File: config.mk
export PLATFORM = sky130hd
export DESIGN_NAME = codec_sample_feeder
export DESIGN_NICKNAME = d
export VERILOG_FILES = /design/src/rtl/codec_sample_feeder.sv
export SDC_FILE = /design/constraint.sdc
export NUM_CORES = 1
export LEC_CHECK = 0
export CAP_MARGIN = 0
export CELL_PAD_IN_SITES_DETAIL_PLACEMENT = 0
export CELL_PAD_IN_SITES_GLOBAL_PLACEMENT = 1
export CORE_ASPECT_RATIO = 1.1
export CORE_MARGIN = 1.5
export CORE_UTILIZATION = 43
export DETAILED_ROUTE_END_ITERATION = 16
export HOLD_SLACK_MARGIN = 0.15
export MAX_ROUTING_LAYER = met4
export PLACE_DENSITY = 0.79
export RECOVER_POWER = 100
export SYNTH_ARGS = -nofsm -noshare
export SYNTH_HDL_FRONTEND = slang
export SYNTH_SLANG_ARGS = --single-unit
export TNS_END_PERCENT = 20
File: constraint.sdc
create_clock -name CLK50MHZ -period 3.7 [get_ports CLK50MHZ]
set_input_delay 0.74 -clock CLK50MHZ [delete_from_list [all_inputs] [get_ports CLK50MHZ]]
set_output_delay 0.74 -clock CLK50MHZ [all_outputs]
set_load 0.005 [all_outputs]
File: src/rtl/codec_sample_feeder.sv
// codec_sample_feeder: elastic FIFO between the flash playback FSM and the
// audio codec. Samples are attenuated, left-justified into the codec word and
// written with single-cycle strobes. Underrun episodes and dropped pushes are
// recorded.
module codec_sample_feeder #(
   parameter int DEPTH    = 8,
   parameter int SAMPLE_W = 16,
   parameter int CODEC_W  = 24,
   parameter int LVL_W    = $clog2(DEPTH) + 1
) (
   input  logic                CLK50MHZ,
   input  logic                reset,
   input  logic [SAMPLE_W-1:0] sample_in,
   input  logic                sample_valid,
   output logic                sample_ready,
   input  logic                pause,
   input  logic [2:0]          atten,
   input  logic                codec_write_ready,
   output logic                codec_write,
   output logic [CODEC_W-1:0]  codec_writedata_left,
   output logic [CODEC_W-1:0]  codec_writedata_right,
   output logic [LVL_W-1:0]    fifo_level,
   output logic [15:0]         underrun_count,
   output logic                overflow
);

   localparam int PTR_W = $clog2(DEPTH);

   typedef enum logic [1:0] {IDLE, LOAD, WRITE, HOLD} state_t;

   state_t                     state_q, state_d;
   logic [SAMPLE_W-1:0]        mem_q [DEPTH];
   logic [SAMPLE_W-1:0]        mem_d [DEPTH];
   logic [PTR_W-1:0]           wr_ptr_q, wr_ptr_d;
   logic [PTR_W-1:0]           rd_ptr_q, rd_ptr_d;
   logic [LVL_W-1:0]           level_q, level_d;
   logic [SAMPLE_W-1:0]        data_q, data_d;
   logic [CODEC_W-1:0]         word_q, word_d;
   logic                       write_q, write_d;
   logic [15:0]                under_q, under_d;
   logic                       episode_q, episode_d;
   logic                       ovf_q, ovf_d;

   logic                       empty, full, pop, push, under_cond;
   logic signed [SAMPLE_W-1:0] shifted;

   // FIFO status, push/pop decisions and the attenuated sample
   always_comb begin
      empty      = (level_q == '0);
      full       = (level_q == LVL_W'(DEPTH));
      pop        = (state_q == IDLE) && !empty && !pause;
      // a full FIFO still accepts a push when the head leaves in the same cycle
      push       = sample_valid && (!full || pop);
      under_cond = (state_q == IDLE) && empty && !pause && codec_write_ready;
      shifted    = $signed(data_q) >>> atten;
   end

   // next-state logic for FIFO storage, pointers, level and counters
   always_comb begin
      mem_d    = mem_q;
      wr_ptr_d = wr_ptr_q;
      rd_ptr_d = rd_ptr_q;
      level_d  = level_q;
      if (push) begin
         mem_d[wr_ptr_q] = sample_in;
         wr_ptr_d        = wr_ptr_q + PTR_W'(1);
      end
      if (pop) begin
         rd_ptr_d = rd_ptr_q + PTR_W'(1);
      end
      if (push && !pop) begin
         level_d = level_q + LVL_W'(1);
      end else if (pop && !push) begin
         level_d = level_q - LVL_W'(1);
      end

      ovf_d = ovf_q || (sample_valid && !push);

      // one count per episode; the episode flag is cleared by the next push
      under_d = under_q;
      if (under_cond && !episode_q && (under_q != 16'hFFFF)) begin
         under_d = under_q + 16'd1;
      end
      if (push) begin
         episode_d = 1'b0;
      end else if (under_cond) begin
         episode_d = 1'b1;
      end else begin
         episode_d = episode_q;
      end
   end

   // write sequencer: pop -> load/format -> wait for ready -> strobe
   always_comb begin
      state_d = state_q;
      data_d  = data_q;
      word_d  = word_q;
      write_d = 1'b0;
      case (state_q)
         IDLE: begin
            if (pop) begin
               data_d  = mem_q[rd_ptr_q];
               state_d = LOAD;
            end
         end
         LOAD: begin
            word_d  = {shifted, {(CODEC_W-SAMPLE_W){1'b0}}};
            state_d = WRITE;
         end
         WRITE: begin
            if (codec_write_ready) begin
               write_d = 1'b1;
               state_d = HOLD;
            end
         end
         HOLD: begin
            state_d = IDLE;
         end
         default: state_d = IDLE;
      endcase
   end

   // control, sequencer and counter registers with synchronous reset
   always_ff @(posedge CLK50MHZ) begin
      if (reset) begin
         state_q   <= IDLE;
         wr_ptr_q  <= '0;
         rd_ptr_q  <= '0;
         level_q   <= '0;
         data_q    <= '0;
         word_q    <= '0;
         write_q   <= 1'b0;
         under_q   <= '0;
         episode_q <= 1'b0;
         ovf_q     <= 1'b0;
      end else begin
         state_q   <= state_d;
         wr_ptr_q  <= wr_ptr_d;
         rd_ptr_q  <= rd_ptr_d;
         level_q   <= level_d;
         data_q    <= data_d;
         word_q    <= word_d;
         write_q   <= write_d;
         under_q   <= under_d;
         episode_q <= episode_d;
         ovf_q     <= ovf_d;
      end
   end

   // sample storage; contents are don't-care until written
   always_ff @(posedge CLK50MHZ) begin
      mem_q <= mem_d;
   end

   assign sample_ready          = !full;
   assign codec_write           = write_q;
   assign codec_writedata_left  = word_q;
   assign codec_writedata_right = word_q;
   assign fifo_level            = level_q;
   assign underrun_count        = under_q;
   assign overflow              = ovf_q;

endmodule
==> run_results.csv <==
group,metric,value,unit
global_route,grt_max_degree,46,
worst_hold_path,holdPathStages,2,
timing,finalClockSkew,0.008989,ns
clocking,clock-sinks,191,
floorplanning,rows,52,
routing,wirelength,15940,um
global_route,track_usage,17.48,%
floorplanning,core_area,0.01861,mm^2
power,peakVddDrop,0.4215,mV
worst_setup_path,start_kind,"input pin",
clocking,ctsResizeCount,0,
worst_setup_path,r2r_slack,0.79,ns
worst_setup_path,cp_max_fo,8,
run,drv_cap,1,
global_route,grt_first_pass_wirelength,25570,um
synthesis,yosysWarningCount,0,
power,p_sw,1.911,mW
worst_setup_path,end_kind,"flop",
global_route,grt.overflow.total,0,
timing,worstMarginPinSlew,1.677,ns
timing,fin_crit_sh,85.96,%
clocking,cts_setup_buffers,0,
floorplanning,start_util,44.40,%
clocking,h-tree-depth,4,
global_route,grt_pass1_vias,4778,
clocking,clkTransAtPathRegs,0.07,ns
worst_setup_path,path_class,"in2reg",
final_layout,syn_to_final_growth,17.20,%
power,power.internal,4.340,mW
power,comb_power_share,27.6,%
synthesis,async_reset_ff_share,0,%
placement,port_buffers,78,
clocking,clk_latency,0.43,ns
timing,fin_crit,3.180,ns
synthesis,synth-seq-cells,191,
worst_setup_path,r2r-end,"fifo_level[3]",
synthesis,syn_inst,575,
routing,wl_per_cell,17.87,um
timing,rsz0062_at_grt,"no",
routing,drcViolationCount,0,
worst_hold_path,hold_class,"reg2reg",
synthesis,synth_ff_type,"edfxtp_1",
routing,num_vias,4810,
routing,drt-initial-drc-count,290,
routing,viasPerCell,5.392,
floorplanning,io_pins,95,
run_status,violations,"capacitance limit, slew limit",
worst_hold_path,hold_path.startpoint,"overflow",
routing,ant_nets,0,
placement,post-dp-hpwl,10360,um
worst_setup_path,worst_ep_arrival_time,3.50,ns
worst_setup_path,crit_required,4.02,ns
synthesis,avgSynthCellArea,14.37,um^2
worst_setup_path,r2r_cells,13,
final_layout,final_layout_size_suffix_gt1_share,15.61,%
clocking,numCtsBuffers,17,
worst_setup_path,reg2reg_from,"state_q[1]",
final_layout,final_nets,669,
timing,holdWs,0.4779,ns
power,switching_share,30.57,%
power,pwr-share-clk,28.5,%
global_route,antenna_found_initial,2,
worst_setup_path,crit_start,"pause",
placement,gp_congestion,0.7737,
floorplanning,dieHeight,148.4,um
clocking,cts_root_buffer,"clkbuf_16",
timing,setup_viol,0,
run_status,status,"finished, violations left",
floorplanning,dieArea,0.02005,mm^2
timing,drv_slew,35,
timing,finalHoldViolations,0,
power,leakage,3.327,nW
timing,setup_tns,0,ns
power,power_density,645.5,mW/mm^2
timing,relSlewSlack,-11.93,%
clocking,holdBufCountCts,0,
timing,timing.fmax,0.3144,GHz
clocking,tritoncts,"done",
clocking,cts_buffer_depth,2,
floorplanning,die_w,135.2,um
synthesis,yosys.cell_types.count,50,
power,sequentialPowerShare,43.9,%
synthesis,synth_edf_count,128,
routing,drt-pass1-iter-count,4,
worst_hold_path,min_to,"overflow",
synthesis,syn_area,0.008262,mm^2
synthesis,yosysSeqAreaShare,61.79,%
-- registers in the layout (all words and copies together) (netlist names), 2 cells and up --
| register | flops |
|---|---|
| rd_ptr_q | 3 |
| underrun_count | 16 |
| data_q | 16 |
| mem_q | 128 |
| fifo_level | 4 |
| codec_writedata_left | 16 |
| wr_ptr_q | 3 |
| state_q | 2 |
-- how the worst max path moves through the flow --
stage	to	cells past startpoint
floorplan	mem_q[112]	5
global placement	fifo_level[3]	12
detailed placement	fifo_level[3]	12
CTS	fifo_level[3]	9
global route	fifo_level[3]	12
finish	fifo_level[3]	12
-- per-layer routing --
metal / GRT usage [%] / wire (um) / vias to the layer above
li1: - / - / 2289
met1: 21.22 / 6725 / 2351
met2: 29.06 / 8059 / 151
met3: 3.238 / 854 / 19
met4: 6.774 / 301 / 0
met5: - / 0 / -
-- power by group through the flow --
stage	Clock, mW	Sequential, mW	Combinational [mW]
final	1.78	2.74	1.72
after global routing	1.91	2.79	1.93
after CTS	1.82	2.76	1.82
after detailed placement	0	2.81	1.81
after global placement	0	2.79	1.78
after floorplan	0	2.73	1.33
-- Yosys cell counts (3+ instances only) --
library cell	instances	area share, %
a211oi_1	22	2.0
mux4_2	40	11
a21oi_1	19	1.2
dfxtp_1	63	15
or3_1	5	0.38
o211ai_1	4	0.36
edfxtp_1	128	47
buf_4	32	2.9
buf_2	14	0.85
o31ai_1	6	0.55
nand3_1	7	0.42
mux2i_1	28	3.4
inv_1	9	0.41
nor2b_1	8	0.61
nor2_1	62	2.8
xor2_1	3	0.32
o41ai_1	4	0.42
ha_1	10	1.5
mux2_2	15	2.0
o21ai_0	4	0.24
buf_1	4	0.18
or4_1	8	0.73
nor3_1	5	0.30
nand4_1	6	0.45
nand2_1	14	0.64
a21o_1	3	0.27
clkbuf_1	17	0.77
nand2b_1	7	0.53
-- logic make-up (layout without fill, tap and decap cells) --
family	Yosys count	in the layout	share of synthesized area (%)
AOI/OAI and AO/OA	75	75	6.346
muxes	83	83	16.34
and+or+nand+nor	133	133	8.072
xor gates and xnor gates	5	5	0.5302
DFF	191	191	61.79
other	1	18	0.04539
adders and majority gates	11	11	1.757
buffers and inverters	76	133	5.119
-- through the flow --
stage / area, um^2 / setup slack (ns) / util (%) / power [mW] / instances
6_report: 9683 / 0.5195 / 52.04 / 6.250 / 892
5_1_grt: 9683 / 0.3610 / 52.04 / 6.625 / 892
4_1_cts: 9718 / 0.8070 / 52.23 / 6.401 / 890
3_5_place_dp: 9126 / 0.4054 / 49.05 / 4.619 / 858
3_3_place_gp: 9126 / 0.4633 / 49.05 / 4.566 / 858
2_1_floorplan: 8318 / 0.7322 / - / 4.055 / 590
-- worst max-delay path, stage by stage --
cell and delay, ns:
dlygate4sd3_1 0.58, nor2b_1 0.12, clkbuf_1 0.28, and2_0 0.20, inv_1 0.07, ha_1 0.20
inv_1 0.13, ha_1 0.24, a21o_1 0.18, a21oi_1 0.19, mux2i_1 0.21, mux2_2 0.34
-- layout make-up --
class,instances,area [um^2]
Inverter,9,33.78
Clock inverter,15,166.4
Fill cell,1581,8925
Timing Repair Buffer,92,852.1
Multi-Input combinational cell,323,2790
Antenna cell,2,5.005
Tap cell,243,304.0
Clock buffer,17,425.4
Sequential cell,191,5106
-- layout by cell type, fill, tap and decap left out, types with 3 or more instances in the layout --
cell type / count
a21oi_1: 19
edfxtp_1: 128
clkinv_8: 5
mux2i_1: 28
clkbuf_2: 7
nand3_1: 7
nand2_1: 14
conb_1: 16
buf_4: 4
dlygate4sd3_1: 75
o21ai_0: 4
or4_1: 8
dfxtp_1: 62
xor2_1: 3
nor2b_1: 8
or3_1: 5
inv_1: 9
nor2_1: 62
mux2_2: 12
clkbuf_1: 3
clkbuf_16: 17
a211oi_1: 22
nand4_1: 6
o31ai_1: 6
o41ai_1: 4
ha_1: 10
o211ai_1: 4
nand2b_1: 7
a21o_1: 3
mux4_2: 40
nor3_1: 5
mux2_1: 3
inv_6: 5
No activity file was read; power rests on OpenSTA's default activity.
